File: config.mk
export PLATFORM = sky130hd
export DESIGN_NAME = prim_fifo_unpack
export DESIGN_NICKNAME = d
export VERILOG_FILES = /design/src/rtl/prim_fifo_unpack.sv
export SDC_FILE = /design/constraint.sdc
export NUM_CORES = 1
export LEC_CHECK = 0
export CAP_MARGIN = 20
export CORE_MARGIN = 8
export CORE_UTILIZATION = 53
export CTS_BUF_LIST = sky130_fd_sc_hd__clkbuf_2 sky130_fd_sc_hd__clkbuf_4 sky130_fd_sc_hd__clkbuf_8
export DETAILED_ROUTE_END_ITERATION = 8
export GPL_TIMING_DRIVEN = 0
export HOLD_SLACK_MARGIN = 0.12
export PLACE_DENSITY = 0.95
export SLEW_MARGIN = 20
export SYNTH_ARGS = -nofsm -noshare
export SYNTH_HDL_FRONTEND = slang
export SYNTH_SLANG_ARGS = --single-unit
File: constraint.sdc
create_clock -name clk_i -period 3 [get_ports clk_i]
set_input_delay 0.45 -clock clk_i [delete_from_list [all_inputs] [get_ports clk_i]]
set_output_delay 0.45 -clock clk_i [all_outputs]
set_load 0.005 [all_outputs]
File: src/rtl/prim_fifo_unpack.sv
//-----------------------------------------------------------------------------
// prim_fifo_unpack
//
// Purpose:
//   Sits on the read port of a FIFO whose words are InW bits wide and hands
//   the word out as a stream of OutW-bit chunks, least-significant chunk
//   first. A per-word mask marks how many leading chunks of the word carry
//   data. A word whose mask is not of the form 2^n-1 (n >= 1) is dropped and
//   flagged with a one-cycle error pulse. At most one word is held; when the
//   final chunk of a word is taken, the next word may be loaded in the same
//   cycle, so full-rate streaming has no bubbles.
//
// Handshakes:
//   Both the input side (valid_i/ready_o) and the output side
//   (valid_o/ready_i) transfer exactly on a clock edge where valid and ready
//   are both high. A valid, once raised, holds its payload stable until the
//   transfer happens. ready_o depends combinationally on ready_i (so that the
//   final chunk and the next word can move in the same cycle); valid_o never
//   depends on ready_i.
//
// Parameters:
//   InW   - input word width (read width of the upstream FIFO)
//   OutW  - output chunk width; InW must be an integer multiple of OutW
//
// Ports:
//   clk_i    in   1      clock
//   rst_ni   in   1      asynchronous active-low reset
//   clr_i    in   1      synchronous flush of the held word
//   valid_i  in   1      input word valid
//   ready_o  out  1      input word accepted
//   data_i   in   InW    input word
//   mask_i   in   Ratio  chunk mask, bit k qualifies data_i[k*OutW +: OutW]
//   valid_o  out  1      chunk valid
//   ready_i  in   1      chunk consumed
//   data_o   out  OutW   current chunk
//   last_o   out  1      current chunk is the last one of its word
//   cnt_o    out  CntW   chunks remaining in the held word
//   err_o    out  1      one-cycle pulse after an illegal mask was accepted
//   idle_o   out  1      no word held
//-----------------------------------------------------------------------------
module prim_fifo_unpack #(
    parameter int InW  = 32,
    parameter int OutW = 8,
    localparam int Ratio = InW / OutW,
    // Counter must represent 0..Ratio inclusive.
    localparam int CntW  = $clog2(Ratio + 1)
) (
    input  logic             clk_i,
    input  logic             rst_ni,
    input  logic             clr_i,

    input  logic             valid_i,
    output logic             ready_o,
    input  logic [InW-1:0]   data_i,
    input  logic [Ratio-1:0] mask_i,

    output logic             valid_o,
    input  logic             ready_i,
    output logic [OutW-1:0]  data_o,
    output logic             last_o,
    output logic [CntW-1:0]  cnt_o,
    output logic             err_o,
    output logic             idle_o
);

    //-------------------------------------------------------------------------
    // Elaboration-time parameter check
    //-------------------------------------------------------------------------
    if (OutW < 1 || InW < OutW || (InW % OutW) != 0) begin : g_bad_param
        $error("prim_fifo_unpack: InW (%0d) must be a nonzero multiple of OutW (%0d)",
               InW, OutW);
    end

    //-------------------------------------------------------------------------
    // State
    //-------------------------------------------------------------------------
    logic             r_under_rst;  // high from reset until first clock edge after release
    logic [InW-1:0]   r_data_q;     // held word, current chunk in the low OutW bits
    logic [CntW-1:0]  r_cnt_q;      // chunks still to emit; 0 means empty
    logic             r_err_q;      // registered illegal-mask pulse

    //-------------------------------------------------------------------------
    // Combinational signals
    //-------------------------------------------------------------------------
    logic             w_empty;
    logic             w_cnt_one;
    logic             w_accept;
    logic             w_out_hs;
    logic [Ratio-1:0] w_mask_inc;
    logic             w_mask_legal;
    logic [CntW-1:0]  w_popcnt;
    logic [InW-1:0]   w_data_shift;

    logic [InW-1:0]   w_data_d;
    logic [CntW-1:0]  w_cnt_d;
    logic             w_err_d;

    assign w_empty   = (r_cnt_q == '0);
    assign w_cnt_one = (r_cnt_q == CntW'(1));

    // A word may enter when nothing is held, or when the last chunk of the
    // held word leaves in this same cycle.
    assign ready_o  = ~r_under_rst & ~clr_i & (w_empty | (w_cnt_one & ready_i));
    assign valid_o  = ~w_empty & ~r_under_rst;

    assign w_accept = valid_i & ready_o;
    assign w_out_hs = valid_o & ready_i;

    // Legal masks are 2^n-1: adding one to such a mask clears every set bit,
    // so the AND with the incremented value is zero. Zero itself is excluded.
    // The increment wraps within Ratio bits, which keeps the all-ones mask legal.
    assign w_mask_inc   = mask_i + Ratio'(1);
    assign w_mask_legal = (|mask_i) & ~(|(mask_i & w_mask_inc));

    // Number of chunks in a legal word. Only used when the mask is legal, in
    // which case it equals n for the mask 2^n-1.
    always_comb begin
        w_popcnt = '0;
        for (int k = 0; k < Ratio; k++) begin
            w_popcnt = w_popcnt + CntW'(mask_i[k]);
        end
    end

    // Held word advanced by one chunk, zero-filled from the top. With a
    // single chunk per word there is nothing left after the shift.
    if (Ratio == 1) begin : g_shift_single
        assign w_data_shift = '0;
    end else begin : g_shift_multi
        assign w_data_shift = {{OutW{1'b0}}, r_data_q[InW-1:OutW]};
    end

    //-------------------------------------------------------------------------
    // Next-state: flush beats load, load beats shift. A load in the cycle
    // the final chunk leaves replaces the word outright, so no shift is
    // needed in that case.
    //-------------------------------------------------------------------------
    always_comb begin
        w_data_d = r_data_q;
        w_cnt_d  = r_cnt_q;
        w_err_d  = 1'b0;

        if (clr_i) begin
            w_data_d = '0;
            w_cnt_d  = '0;
        end else if (w_accept) begin
            if (w_mask_legal) begin
                w_data_d = data_i;
                w_cnt_d  = w_popcnt;
            end else begin
                // Drop the word; any chunk handed out this cycle was the
                // final one, so the block ends up empty either way.
                w_data_d = '0;
                w_cnt_d  = '0;
                w_err_d  = 1'b1;
            end
        end else if (w_out_hs) begin
            w_data_d = w_data_shift;
            w_cnt_d  = r_cnt_q - CntW'(1);
        end
    end

    //-------------------------------------------------------------------------
    // Registers
    //-------------------------------------------------------------------------
    always_ff @(posedge clk_i or negedge rst_ni) begin
        if (!rst_ni) begin
            r_under_rst <= 1'b1;
            r_data_q    <= '0;
            r_cnt_q     <= '0;
            r_err_q     <= 1'b0;
        end else begin
            r_under_rst <= 1'b0;
            r_data_q    <= w_data_d;
            r_cnt_q     <= w_cnt_d;
            r_err_q     <= w_err_d;
        end
    end

    //-------------------------------------------------------------------------
    // Outputs
    //-------------------------------------------------------------------------
    assign data_o = r_data_q[OutW-1:0];
    assign last_o = valid_o & w_cnt_one;
    assign cnt_o  = r_cnt_q;
    assign err_o  = r_err_q;
    assign idle_o = w_empty;

    //-------------------------------------------------------------------------
    // Properties
    //-------------------------------------------------------------------------
    // A stalled chunk must not change under the consumer.
    property p_out_stable;
        @(posedge clk_i) disable iff (!rst_ni)
            (valid_o && !ready_i && !clr_i) |=>
                (valid_o && $stable(data_o) && $stable(last_o) && $stable(cnt_o));
    endproperty
    a_out_stable: assert property (p_out_stable);

    // An error pulse always follows a discarded word, so nothing is held.
    property p_err_idle;
        @(posedge clk_i) disable iff (!rst_ni)
            err_o |-> idle_o;
    endproperty
    a_err_idle: assert property (p_err_idle);

    // The counter never exceeds the number of chunks in a word.
    property p_cnt_range;
        @(posedge clk_i) disable iff (!rst_ni)
            (int'(r_cnt_q) <= Ratio);
    endproperty
    a_cnt_range: assert property (p_cnt_range);

endmodule

# == After elaboration in Yosys (flattened, before gate mapping) ==
# Index checks and enable logic that the tools add are counted.
# op_classes
bitwise,14
n_mux,11
n_addsub,5
reduce_logical,4
eq_ne,1
# ops
operator,count
$mux W32,4
$mux W3,4
$and A1 B1 Y1,8
$reduce_or A4 Y1,2
$add A4 B1 Y4 const B,1
$and A4 B4 Y4,1
$not A1 Y1,4
$add A2 B1 Y3,1
$add A3 B1 Y3,1
$eq A3 B1 Y1 const B,1
$logic_not A3 Y1,1
$mux W1,3
$reduce_bool A3 Y1,1
$sub A3 B1 Y3 const B,1
$add A1 B1 Y2,1
$or A1 B1 Y1,1
# word_totals
register_bits,37
output_inout_bits,16
input_bits,41
elab_cells,39

# == Logic depth before layout (Yosys ltp) ==
# depth
word_depth,8
depth_mapped,8
mapped_depth_nobuf,6

# == Worst setup path before layout ==
# No wires, ideal clock.
# synth_path
kind,input-to-reg
start,in mask_i[0]
end,"reg r_cnt_q[1], in the netlist cnt_o[1]"
t_arrival_ps,1825
path_stages,8
required_time_ps,2922
setup_slack_ps,1098
path_cell_list,inv_1 ha_1 or3_1 a221o_1 buf_6 nor2_8 buf_8 o2bb2ai_1
# synth_via
elab_chain_len,8
elab_cells_between_ends,12
cone_classes,add/sub: 4; mux: 3; bitwise: 3; reduce/logical: 2
# synth_lines
element,line,text
start: declaration,55,"input logic [Ratio-1:0] mask_i,"
$add A4 B1 Y4,112,assign w_mask_inc = mask_i + Ratio'(1);
$and A4 B4 Y4,113,assign w_mask_legal = (|mask_i) & ~(|(mask_i & w_mask_inc));
$reduce_or A4 Y1,113,
$not A1 Y1,113,
$and A1 B1 Y1,113,
$mux W3 (*),146,if (w_mask_legal) begin
$mux W3 (*),145,end else if (w_accept) begin
$mux W3 (*),142,if (clr_i) begin
end signal: assignment,174,r_cnt_q <= w_cnt_d;
end: declaration,79,logic [CntW-1:0] r_cnt_q;
# Every way passes the cells marked *; elsewhere a longest branch is shown, timed or not.
# A chain may end at the register's enable or synchronous reset.

# == Worst setup path in the final report ==
# layout_path
start,"reg r_cnt_q[0], in the netlist cnt_o[0]"
end,out idle_o
# layout_via
elab_chain_len,1
# layout_lines
element,line,text
$logic_not A3 Y1,98,assign w_empty = (r_cnt_q == '0);
end: declaration,63,output logic idle_o
# Every way passes these cells.

==> run_results.csv <==
group,metric,value,unit
run_status,status,"finished clean",
worst_setup_path,crit_start,"cnt_o[0]",
cells_and_area,antennaDiodeCount,0,
worst_setup_path,worst_path_largest_cell_delay,590,ps
routing,vias,1568,
logic_synthesis,yosysSeqAreaShare,46.6,%
clocking,clockBufferDepth,2,
logic_synthesis,ys_ff_latch,37,
placed_design,place_area,2630,sq um
worst_hold_path,hold_path.class,"flop to flop",
placed_design,place_ws,328,ps
pwr,p_per_area,462,nW/um^2
sta,tns,0,ps
worst_setup_path,path_buf_inv,3,
cells_and_area,final_cells,284,
cells_and_area,area_growth,39.8,%
cells_and_area,final_area,2780,sq um
job,maxCapViolCount,0,
pwr,irDropWorstVdd,0.000270,V
worst_setup_path,critPathLaunchType,"flop",
logic_synthesis,synth-async-reset-ratio,100,%
worst_setup_path,crit_arrival,2210,ps
logic_synthesis,syn-cell-area,1990,sq um
placed_design,port_buffers,56,
sta,slew_viol_final,0,
cells_and_area,fill_cells,249,
worst_setup_path,worstPathMaxFanout,10,
sta,layout_min_cycle_time,2660,ps
cells_and_area,fin_nets,285,
sta,fin_crit_sh,88.6,%
pwr,seqPwrFrac,41.7,%
pwr,power_frac_clock,40.6,%
pwr,p_leak,1.32,nW
die,initial_core_util,54.7,%
die,core,3630,sq um
logic_synthesis,netlist_instances,170,
global_routing,antenna_found_initial,0,
global_routing,grt_max_degree,21,
clocking,clk_latency,300,ps
cells_and_area,drive_above_1_share,13.6,%
sta,rsz0062_at_grt,"no",
pwr,p_sw,305,uW
worst_setup_path,worstPathRequired,2550,ps
worst_setup_path,slowest_stage,"clkdlybuf4s50_1",
sta,max-slew-margin-rel,61.1,%
clocking,numClockSinks,37,
clocking,htree_levels,2,
routing,drc,0,
die,io_pins,57,
sta,fin_ws,343,ps
routing,ant_nets,0,
logic_synthesis,synth_top_area_share,45.3,%
die,rows,22,
logic_synthesis,yosysMostFrequentCell,"dfrtp_1",
clocking,cts_tree,"done",
placed_design,place_congestion,0.859,
logic_synthesis,syn_nets,220,
pwr,p_sw_share,23.8,%
clocking,cts_buffers,5,
logic_synthesis,postSynthAreaPerCell,11.7,sq um
worst_setup_path,cp_top_family,"buffers and inverters",
global_routing,first_global_vias,1707,
sta,worst_pin_slew,582,ps
sta,max_freq,376,MHz
clocking,ctsResizeCount,0,
global_routing,grt_overflow,0,
logic_synthesis,ys_types,33,
global_routing,grtUsageTotal,17.4,%
logic_synthesis,synth_edf_count,0,
pwr,p_comb_share,17.7,%
logic_synthesis,synth.area.top_cells,"dfrtp_1, mux2i_1, o2bb2ai_1",
pwr,p_int,978,uW
routing,drtIter0Drc,84,
die,die_w,77.2,microns
logic_synthesis,synthFlopType,"dfrtp_1",
worst_setup_path,worstSetupPathType,"flop to output port",
sta,skew,5.42,ps
placed_design,hpwl,3.67,mm
worst_setup_path,cp_cell_sequence,"inv_1 -> ha_1 -> nor2b_1 -> clkbuf_1 -> clkdlybuf4s50_1",
logic_synthesis,yosysWarnings,0,
sta,setup-violations-final,0,
die,die_h,77.2,microns
routing,drt-total-wl,4.84,mm
placed_design,dp_cells,275,
clocking,clk_pin_slew,80,ps
sta,hold_viol,0,
sta,hold_ws,496,ps
routing,drt-pass1-iter-count,4,
routing,via_per_inst,5.52,
worst_setup_path,end_kind,"output port",
worst_hold_path,worstHoldStart,"r_data_q[21]",
logic_synthesis,yosysTopAreaCell,"dfrtp_1",
global_routing,grt_pass1_wl,8.35,mm
logic_synthesis,synthTopCellsByCount,"dfrtp_1, mux2i_1, o2bb2ai_1, buf_4",
die,die_area,5970,sq um
worst_setup_path,regToRegStartpoint,"cnt_o[0]",
routing,wl_per_cell,17.0,microns
clocking,clock-root-buffer,"clkbuf_8",
what timing repair did:
action	CTS	global route
buffers inserted	0	0
hold endpoints to repair	12	0
hold buffers	1	0
area by class of cell:
class / count / area, sq um / share of cell area (%)
inverters: 6 / 22.5 / 0.810
repair buffers: 58 / 593 / 21.3
flip-flops and latches: 37 / 927 / 33.4
clock inverters: 3 / 68.8 / 2.48
plain buffers: 20 / 146 / 5.27
clock buffers: 5 / 68.8 / 2.48
well taps: 48 / 60.1 / 2.16
multi-input cells: 107 / 892 / 32.1
power groups by stage:
| stage | combinational [mW] | clock (mW) | sequential (mW) |
|---|---|---|---|
| after global placement | 0.215 | 0 | 0.543 |
| after detailed placement | 0.225 | 0 | 0.544 |
| after CTS | 0.229 | 0.528 | 0.535 |
| after global routing | 0.251 | 0.554 | 0.537 |
| after floorplan | 0.109 | 0 | 0.540 |
| final | 0.228 | 0.521 | 0.535 |
metrics by stage:
| step | total power [mW] | utilization (%) |
|---|---|---|
| 2_1_floorplan | 0.649 | - |
| 3_3_place_gp | 0.758 | 71.8 |
| 3_5_place_dp | 0.769 | 72.4 |
| 4_1_cts | 1.29 | 76.5 |
| 5_1_grt | 1.34 | 76.5 |
| 6_report | 1.28 | 76.5 |
flip-flops by register name, summed over array words and instances (netlist names):
name and count:
cnt_o 3, err_o 1, r_data_q 32, r_under_rst 1
path summary, 6_finish.rpt:
kind / end / slack [ps] / depth (start not counted)
max in group asynchronous: r_under_rst / 1810 / 3
hold reg to reg: r_data_q[21] / 500 / 1
setup reg to reg: r_data_q[30] / 800 / 7
min in group asynchronous: r_data_q[5] / 650 / 2
setup / recovery: idle_o / 340 / 5
hold / removal: r_data_q[21] / 500 / 1
worst reg2reg max path, stage by stage, from the launching register on:
cell and delay [ps]:
dfrtp_1 420, inv_1 120, ha_1 230, nor2b_1 190
clkbuf_1 370, nor2_1 120, nor2_1 470, a22o_1 220
cells by family after synthesis:
family	after synthesis	share of synthesized area [%]
buf+inv	26	8.50
mux	19	9.57
flops	37	46.6
compound gates	46	19.0
other cells	1	0.189
fa+ha+maj	9	6.04
simple gates	32	10.1
metal layers:
| metal | global-route usage (%) | part of all wire, % | up-vias |
|---|---|---|---|
| met5 | 0 | 0 | - |
| met4 | 4.91 | 1.0 | 0 |
| met3 | 6.29 | 5.6 | 6 |
| met2 | 29.0 | 51 | 49 |
| met1 | 20.6 | 42 | 759 |
| li1 | - | - | 754 |
layout by cell type (no fill, tap or decap), types with 2 or more instances in the layout:
cell / count
nor2b_1: 2
buf_2: 7
a21oi_1: 2
nor4b_1: 2
ha_1: 8
clkbuf_8: 5
nor3_1: 7
o22ai_1: 6
buf_4: 9
clkbuf_1: 2
mux2i_1: 19
a21o_1: 2
a22o_1: 8
nand2b_1: 2
bufinv_16: 2
o21a_1: 6
o2bb2ai_1: 19
inv_1: 6
nand3_1: 6
nand2_1: 3
clkdlybuf4s50_1: 55
buf_8: 2
dfrtp_1: 36
nor2_1: 5
Power figures use the tool's default switching activity.
